**src/rtl/mmss_set_counter.sv**
```systemverilog
// mmss_set_counter
//   Settable MM:SS time base for the digital clock. It counts 1 Hz ticks into
//   BCD minutes and seconds (00:00-59:59). Two debounced buttons set the time:
//   "mode" steps RUN -> SET_MIN -> SET_SEC -> RUN, and "inc" bumps the field
//   being edited. While a field is being edited it blinks on the display.
//
// Ports
//   clk          in   1  system clock
//   clr          in   1  synchronous active-high reset, highest priority
//   tick_1s      in   1  one-cycle pulse per second, synchronous to clk
//   btn_mode     in   1  raw asynchronous mode button, active-high, bouncy
//   btn_inc      in   1  raw asynchronous increment button, active-high, bouncy
//   min_bcd      out  8  minutes {tens, ones}, 00-59
//   sec_bcd      out  8  seconds {tens, ones}, 00-59
//   digit_blank  out  4  1 = blank digit; [3]=min tens .. [0]=sec ones
//   set_mode     out  2  00 RUN, 01 SET_MIN, 10 SET_SEC
//   min_wrap     out  1  one-cycle pulse on the 59:59 -> 00:00 rollover in RUN
module mmss_set_counter #(
  parameter int DEBOUNCE_CYCLES = 1_000_000,
  parameter int BLINK_CYCLES    = 25_000_000,
  parameter int SYNC_STAGES     = 2
) (
  input  logic       clk,
  input  logic       clr,
  input  logic       tick_1s,
  input  logic       btn_mode,
  input  logic       btn_inc,
  output logic [7:0] min_bcd,
  output logic [7:0] sec_bcd,
  output logic [3:0] digit_blank,
  output logic [1:0] set_mode,
  output logic       min_wrap
);

  localparam int DB_W = $clog2(DEBOUNCE_CYCLES + 1);
  localparam int BL_W = $clog2(BLINK_CYCLES + 1);
  localparam logic [DB_W-1:0] DB_LAST = DB_W'(DEBOUNCE_CYCLES - 1);
  localparam logic [BL_W-1:0] BL_LAST = BL_W'(BLINK_CYCLES - 1);

  typedef enum logic [1:0] {
    RUN     = 2'b00,
    SET_MIN = 2'b01,
    SET_SEC = 2'b10
  } mode_t;

  // Button index 0 is mode, index 1 is inc.
  logic [1:0]             btn_raw;
  logic [SYNC_STAGES-1:0] sync_q [2];
  logic [DB_W-1:0]        db_cnt [2];
  logic [1:0]             db_level;
  logic [1:0]             level_d;
  logic [1:0]             press;
  logic                   mode_press;
  logic                   inc_press;

  mode_t                  state_q;
  mode_t                  state_d;

  logic [8:0]             sec_inc;
  logic [8:0]             min_inc;

  logic [BL_W-1:0]        blink_cnt;
  logic                   blink_phase;

  assign btn_raw    = {btn_inc, btn_mode};
  assign mode_press = press[0];
  assign inc_press  = press[1];

  // BCD increment modulo 60. Result is {carry, next}; carry is set only on 59 -> 00.
  function automatic logic [8:0] bcd60_inc(input logic [7:0] v);
    logic [8:0] r;
    if (v[3:0] != 4'd9)
      r = {1'b0, v[7:4], v[3:0] + 4'd1};
    else if (v[7:4] != 4'd5)
      r = {1'b0, v[7:4] + 4'd1, 4'd0};
    else
      r = 9'h100;
    return r;
  endfunction

  // Synchronizer, debouncer and press detector for both buttons.
  // The debounced level only flips after the synced input has disagreed with
  // it for DEBOUNCE_CYCLES consecutive cycles; any agreement restarts the run.
  // The press pulse is registered off the 0->1 change of the debounced level,
  // so a held button gives exactly one press.
  always_ff @(posedge clk) begin
    if (clr) begin
      for (int b = 0; b < 2; b++) begin
        sync_q[b] <= '0;
        db_cnt[b] <= '0;
      end
      db_level <= '0;
      level_d  <= '0;
      press    <= '0;
    end else begin
      for (int b = 0; b < 2; b++) begin
        for (int s = SYNC_STAGES - 1; s > 0; s--) begin
          sync_q[b][s] <= sync_q[b][s-1];
        end
        sync_q[b][0] <= btn_raw[b];

        if (sync_q[b][SYNC_STAGES-1] == db_level[b]) begin
          db_cnt[b] <= '0;
        end else if (db_cnt[b] == DB_LAST) begin
          db_cnt[b]   <= '0;
          db_level[b] <= ~db_level[b];
        end else begin
          db_cnt[b] <= db_cnt[b] + DB_W'(1);
        end
      end
      level_d <= db_level;
      press   <= db_level & ~level_d;
    end
  end

  // Mode state register.
  always_ff @(posedge clk) begin
    if (clr) begin
      state_q <= RUN;
    end else begin
      state_q <= state_d;
    end
  end

  // Mode sequencing: each mode press advances one step around the ring.
  always_comb begin
    state_d = state_q;
    if (mode_press) begin
      case (state_q)
        RUN:     state_d = SET_MIN;
        SET_MIN: state_d = SET_SEC;
        default: state_d = RUN;
      endcase
    end
  end

  always_comb begin
    sec_inc = bcd60_inc(sec_bcd);
    min_inc = bcd60_inc(min_bcd);
  end

  // Time registers. In RUN a tick counts with carry into minutes, even on the
  // cycle a mode press moves us to SET_MIN. In the set states ticks are
  // ignored and an inc press edits one field without carry; a mode press in
  // the same cycle takes precedence and the inc is dropped.
  always_ff @(posedge clk) begin
    if (clr) begin
      min_bcd  <= 8'h00;
      sec_bcd  <= 8'h00;
      min_wrap <= 1'b0;
    end else begin
      min_wrap <= 1'b0;
      case (state_q)
        RUN: begin
          if (tick_1s) begin
            sec_bcd <= sec_inc[7:0];
            if (sec_inc[8]) begin
              min_bcd  <= min_inc[7:0];
              min_wrap <= min_inc[8];
            end
          end
        end
        SET_MIN: begin
          if (inc_press && !mode_press) begin
            min_bcd <= min_inc[7:0];
          end
        end
        SET_SEC: begin
          if (inc_press && !mode_press) begin
            sec_bcd <= sec_inc[7:0];
          end
        end
        default: ;
      endcase
    end
  end

  // Blink timer. It restarts on every mode change and every inc press so the
  // field being edited is visible right after a change, and stays idle in RUN.
  always_ff @(posedge clk) begin
    if (clr) begin
      blink_cnt   <= '0;
      blink_phase <= 1'b0;
    end else if ((state_d != state_q) || inc_press || (state_q == RUN)) begin
      blink_cnt   <= '0;
      blink_phase <= 1'b0;
    end else if (blink_cnt == BL_LAST) begin
      blink_cnt   <= '0;
      blink_phase <= ~blink_phase;
    end else begin
      blink_cnt <= blink_cnt + BL_W'(1);
    end
  end

  always_comb begin
    digit_blank = 4'b0000;
    if (blink_phase) begin
      case (state_q)
        SET_MIN: digit_blank = 4'b1100;
        SET_SEC: digit_blank = 4'b0011;
        default: digit_blank = 4'b0000;
      endcase
    end
  end

  assign set_mode = state_q;

endmodule
```
**config.mk**
```make
export PLATFORM = sky130hd
export DESIGN_NAME = mmss_set_counter
export DESIGN_NICKNAME = d
export VERILOG_FILES = /design/src/rtl/mmss_set_counter.sv
export SDC_FILE = /design/constraint.sdc
export NUM_CORES = 1
export LEC_CHECK = 0
export CORE_ASPECT_RATIO = 0.6
export CORE_MARGIN = 1.5
export CORE_UTILIZATION = 59
export CTS_CLUSTER_DIAMETER = 30
export DETAILED_ROUTE_END_ITERATION = 12
export GPL_ROUTABILITY_DRIVEN = 0
export PLACE_DENSITY = 0.79
export SLEW_MARGIN = 0
export SYNTH_ARGS = -nofsm -noshare
export SYNTH_HDL_FRONTEND = slang
export SYNTH_SLANG_ARGS = --single-unit
export TNS_END_PERCENT = 20
```
**constraint.sdc**
```tcl
create_clock -name clk -period 2.65 [get_ports clk]
set_input_delay 0.53 -clock clk [delete_from_list [all_inputs] [get_ports clk]]
set_output_delay 0.53 -clock clk [all_outputs]
set_load 0.02 [all_outputs]
```
After elaboration in Yosys (flattened, before gate mapping) --
Memories as Yosys holds them, arrays and structs flattened. Cells that the tools add are included.
Storage, ports and cells: bits in writable memories 44, register bits 51, output and inout bits 23, memories 2, logic and storage cells 119, bits of input ports 5
Memory list:
- db_cnt | depth 2, bits a word 20, rd ports 2, clocked after memory_dff 0, write ports 2, RTL line 49 | logic [DB_W-1:0] db_cnt [2];
- sync_q | depth 2, bits a word 2, rd ports 2, clocked after memory_dff 0, write ports 2, RTL line 48 | logic [SYNC_STAGES-1:0] sync_q [2];
Operators by class: bitwise operators 20, reduce and logical (&&, ||, !) cells 14, add/sub/neg operators 7, mux-type cells 50, equal/unequal tests 16
Operators with widths (number):
- 20-bit two-way mux | 6
- 8-bit two-way mux | 6
- 20-bit by 1-bit adder with 20-bit output, second input constant | 2
- 20-bit == test, second input constant | 2
- 8-bit one-hot mux with 2 select lines | 2
- 1-bit two-way mux | 29
- 9-bit two-way mux | 3
- 25-bit by 1-bit adder with 25-bit output, second input constant | 1
- 25-bit == test, second input constant | 1
- 4-bit by 1-bit adder with 4-bit output, second input constant | 4
- 1-bit bitwise OR | 10
- 2-bit inequality test, second input constant | 4
- 4-bit by 3-bit inequality test with 1-bit output, second input constant | 2
- 4-bit inequality test, second input constant | 2
- 1-bit NOT | 8
- 4-bit one-hot mux with 2 select lines | 1
- 5-bit OR reduction | 1
- 4-bit two-way mux | 1
- 2-bit one-hot mux with 2 select lines | 1
- 2-bit AND reduction | 2
- 4-bit AND reduction | 1
- 2-bit nonzero test | 2
- 3-bit AND reduction | 1
- 3-bit OR reduction | 1
- 12 further kinds | 14

Logic depth before layout (Yosys ltp) --
An unclocked memory read counts as a cell.
depth after elaboration 8, gate-level depth with buffers 8, gate-level depth less buffers 6

Worst setup path before layout --
Ideal clock, no wire load.
path type flip-flop to flip-flop, from mem db_cnt[1][15] (netlist name), to mem db_cnt[1][12] (netlist name), data pin, path buffers 1, setup time 0.257 ns, slack 0.683 ns, arrival time 1.711 ns, required time 2.393 ns, period minus slack after synthesis 1.967 ns, cell stages (with the launch flop) 7, path through edfxtp_1 -> or4b_2 -> nor3_1 -> and4_1 -> or3_1 -> buf_2 -> nor2_1
RTL lines (RTL line):
- start, declared | 49

Worst setup path after layout --
from reg state_q[0], in the netlist set_mode[0], to out digit_blank[2]
On the way: longest elaborated chain between the ends 3, elaborated cells on any way between the ends 4, classes of those cells 2 x eq/ne; 2 x mux
Ends and longest elaborated chain:
- start, declared | RTL line 56 | mode_t state_q;
- start signal, assigned | RTL line 121 | state_q <= state_d;
- 2-bit == test / 2-bit by 1-bit == test with 1-bit output (equally long branches) | RTL line 198 | case (state_q)
- 4-bit one-hot mux with 2 select lines * | RTL line 198
- 4-bit two-way mux * | RTL line 197 | if (blink_phase) begin
- end, declared | RTL line 30 | output logic [3:0] digit_blank,
Mark *: on every way between the ends. The rest lies on a longest branch, timed or not.

==> tab_implementation.tex <==
\begin{tabular}{lr}
\hline
Metric & Value \\
\hline
\multicolumn{2}{l}{\textbf{Outcome}} \\
\quad Outcome & complete, no violations \\
\multicolumn{2}{l}{\textbf{Global routing}} \\
\quad Largest net degree at the start of global routing & 30 \\
\quad Wire length of the first global-routing pass & 14600 um \\
\quad Leftover overflow at the end of global routing & 0 \\
\quad Initial antenna violation count & 0 \\
\quad Global-route usage over all layers & 22.5\% \\
\quad Vias in the first global route & 3170 \\
\multicolumn{2}{l}{\textbf{Timing}} \\
\quad Final setup violation count & 0 \\
\quad Final critical-path share of the clock period & 88.1\% \\
\quad Normalized max-slew margin & 55.1\% \\
\quad Worst Setup Slack, final & 0.315 ns \\
\quad Tightest Pin Transition & 0.667 ns \\
\quad Unrepaired setup endpoints after global routing & no \\
\quad Final count of hold timing violations & 0 \\
\quad Aggregate negative setup slack & 0 ns \\
\quad Shortest clock period the worst path allows after layout & 2.34 ns \\
\quad Final number of max-transition violations & 0 \\
\quad Maximum clock frequency & 428 MHz \\
\quad Largest clock skew in the final design & 0.00529 ns \\
\multicolumn{2}{l}{\textbf{Synth}} \\
\quad Top cell type's share of synthesized area & 26.6\% \\
\quad EDFF count, synth & 40 \\
\quad Number of flip-flops and latches in the synthesized netlist & 95 \\
\quad Count leader, synth & nor2\_1 \\
\quad Synth Warn \# & 0 \\
\quad Proportion of register bits with asynchronous set or reset after synthesis & 0\% \\
\quad Mapped Avg Cell Area & 9.80 um2 \\
\quad Number of distinct library cells after synthesis & 47 \\
\quad Top cells by area in the synthesized netlist & edfxtp\_1, dfxtp\_1, nor2\_1 \\
\quad Most area-hungry cell type in the Yosys netlist & edfxtp\_1 \\
\quad Prevailing post-synth register cell & dfxtp\_1 \\
\quad Fraction of the yosys area taken by sequential cells & 51.1\% \\
\quad Post-synthesis cell area & 0.00451 mm2 \\
\quad Gate Count Post-Synth & 460 \\
\quad Top cells by count, synth & nor2\_1, dfxtp\_1, edfxtp\_1 \\
\multicolumn{2}{l}{\textbf{Place}} \\
\quad Port Buffer Count & 27 \\
\quad HPWL after DPL & 5770 um \\
\quad Pre-CTS setup slack & 0.197 ns \\
\quad Count of placed standard cells including taps & 621 \\
\multicolumn{2}{l}{\textbf{Clock tree}} \\
\quad Clock Pin Slew Worst Setup and Hold Paths & 0.06 ns \\
\quad CTS root buf & clkbuf\_16 \\
\quad Sink Count & 95 \\
\quad Bufs on Longest Clock Path & 2 \\
\quad Clock insertion delay at the later pin of the skew report & 0.34 ns \\
\quad Buffers inserted by post-CTS timing repair & 0 \\
\quad Post-cts gate resize count & 0 \\
\quad Maximum level of the CTS H-tree & 3 \\
\quad Post-CTS Hold Fix Bufs & 0 \\
\quad Inserted Clock Buffers & 9 \\
\quad Clock tree from TritonCTS & built \\
\multicolumn{2}{l}{\textbf{Hold path}} \\
\quad Destination of the worst hold path & press[0] \\
\quad Hold path start & level\_d[0] \\
\quad HP Class & reg -> reg \\
\quad Worst Hold Path Cells & 1 \\
\multicolumn{2}{l}{\textbf{Power and ir drop}} \\
\quad Sw power & 606 uW \\
\quad Peak ir drop on the vdd network & 0.000409 V \\
\quad Leakage power of the design & 1.87 nW \\
\quad Fraction of power spent switching nets & 20.1\% \\
\quad Total power & 3.01 mW \\
\quad Power Dens Cells & 566 mW/mm2 \\
\quad Clock group share of total power & 44.2\% \\
\quad Proportion of power drawn by combinational gates & 3.1\% \\
\quad Internal Pwr Total & 2.41 mW \\
\quad Seq pwr share & 52.8\% \\
\multicolumn{2}{l}{\textbf{Floorplan}} \\
\quad Starting density of the core & 61.5\% \\
\quad Number of rows created at floorplan & 24 \\
\quad Width of the die & 116 um \\
\quad Core region area & 0.00733 mm2 \\
\quad Die H & 70.7 um \\
\quad Ports & 28 \\
\quad Die outline area & 0.00819 mm2 \\
\multicolumn{2}{l}{\textbf{Finish}} \\
\quad Layout overhead on the synthesized area & 18.2\% \\
\quad Antenna fix cells & 0 \\
\quad \# nets final & 536 \\
\quad Share of layout cells above drive strength 1 & 6.19\% \\
\quad Fillers & 576 \\
\quad Non-filler instance count after layout & 637 \\
\multicolumn{2}{l}{\textbf{Drt}} \\
\quad 1st-pass router iterations & 4 \\
\quad DRC errors left & 0 \\
\quad DR iter-0 viols & 247 \\
\quad Routed wire length per instance & 13.0 um \\
\quad Via-to-Cell Ratio & 5.16 \\
\quad Post-route ant nets & 0 \\
\quad Total length of routed wires & 8290 um \\
\quad Vias & 3285 \\
\multicolumn{2}{l}{\textbf{Critical path}} \\
\quad Signal arrival time at the worst endpoint & 1.81 ns \\
\quad Count of cells along the worst register-to-register path & 6 \\
\quad Category of the critical setup timing path & reg -> out \\
\quad Worst reg2reg endpoint & db\_cnt[1][15] \\
\quad FF-to-FF Start & db\_cnt[1][15] \\
\quad Maximum fanout along the worst path & 10 \\
\quad Startpoint Class & register \\
\quad Worst reg2reg setup slack & 0.40 ns \\
\quad Sort of element at the end of the critical path & output port \\
\quad Required time reported for the critical path endpoint & 2.12 ns \\
\multicolumn{2}{l}{\textbf{Job}} \\
\quad Number of maximum-capacitance violations & 0 \\
\hline
\end{tabular}
-- power by group through the flow --
| stage | Sequential, mW | Combinational, mW | Clock, mW |
|---|---|---|---|
| 2_1_floorplan | 1.62 | 0.0624 | 0 |
| 3_3_place_gp | 1.62 | 0.0877 | 0 |
| 3_5_place_dp | 1.62 | 0.0895 | 0 |
| 4_1_cts | 1.59 | 0.0905 | 1.36 |
| 5_1_grt | 1.60 | 0.104 | 1.41 |
| 6_report | 1.59 | 0.0921 | 1.33 |
-- kinds of logic after synthesis --
| group | share of synthesized area (%) |
|---|---|
| muxes | 1.33 |
| other | 0.0832 |
| and+or+nand+nor | 27.8 |
| xor gates and xnor gates | 13.4 |
| buffers and inverters | 2.47 |
| DFF | 51.1 |
| AOI/OAI and AO/OA | 3.00 |
| adders and majority gates | 0.833 |
-- layer usage --
layer	wire length (um)	global-route usage [%]	share of wire, %	up-vias
met1	4250	32.1	51	1541
met2	3600	33.2	43	54
met4	116	7.86	1.4	0
met5	0	0	0	-
li1	-	-	-	1679
met3	326	6.34	3.9	11
-- layout make-up --
type / instances / area, um2 / area share (%)
clock inverters: 3 / 40.0 / 0.751
well taps: 104 / 130 / 2.44
inverters: 10 / 37.5 / 0.704
clock buffers: 13 / 272 / 5.09
repair buffers: 32 / 308 / 5.77
multi-input cells: 380 / 2240 / 42.0
flip-flops and latches: 95 / 2300 / 43.2
-- critical path, stage by stage (launching register included) --
cell	delay, ns
dfxtp_1	0.57
and3b_1	0.27
clkdlybuf4s50_1	0.63
-- state kept, by name, summed over array words and instances (netlist names) --
signal and flops:
blink_cnt 25, press 2, min_wrap 1, sync_q 4, sec_bcd 8, min_bcd 8
level_d 2, blink_phase 1, db_level 2, db_cnt 40, set_mode 2
-- how the worst max path moves through the flow --
| stage | slack [ns] | to | from |
|---|---|---|---|
| 4_1_cts | 0.30 | digit_blank[2] | set_mode[0] |
| 2_1_floorplan | 0.68 | db_cnt[1][12] | db_cnt[1][15] |
| 5_1_grt | 0.22 | blink_cnt[19] | blink_cnt[0] |
| 3_3_place_gp | 0.26 | min_bcd[1] | tick_1s |
| 6_report | 0.31 | digit_blank[2] | set_mode[0] |
| 3_5_place_dp | 0.20 | min_bcd[1] | tick_1s |
-- stage by stage --
step | hold WS [ns] | utilization [%] | instance area [um2]
after global placement | 0.375 | 68.5 | 5020
after detailed placement | 0.381 | 68.5 | 5020
after floorplan | 0.367 | - | 4650
after CTS | 0.385 | 72.7 | 5330
after global routing | 0.391 | 72.7 | 5330
final | 0.383 | 72.7 | 5330
-- cells in the final DEF (no fill, tap or decap), drive strengths merged, types with 3 or more instances in the layout --
cell            n
dfxtp          55
xnor2          31
clkdlybuf4s50  27
nand2          29
a21oi           9
nor2b          12
nand2b          3
nand3b          6
nand4          12
and3           13
xor2           38
edfxtp         40
buf             5
o21ai           3
inv            10
nor3            8
mux2i           6
nor2           91
or3             3
clkbuf         13
and4            3
nor4            9
conb           40
nand3          37
nor4b           5
ha              3
No activity file was read; power rests on OpenSTA's default activity.
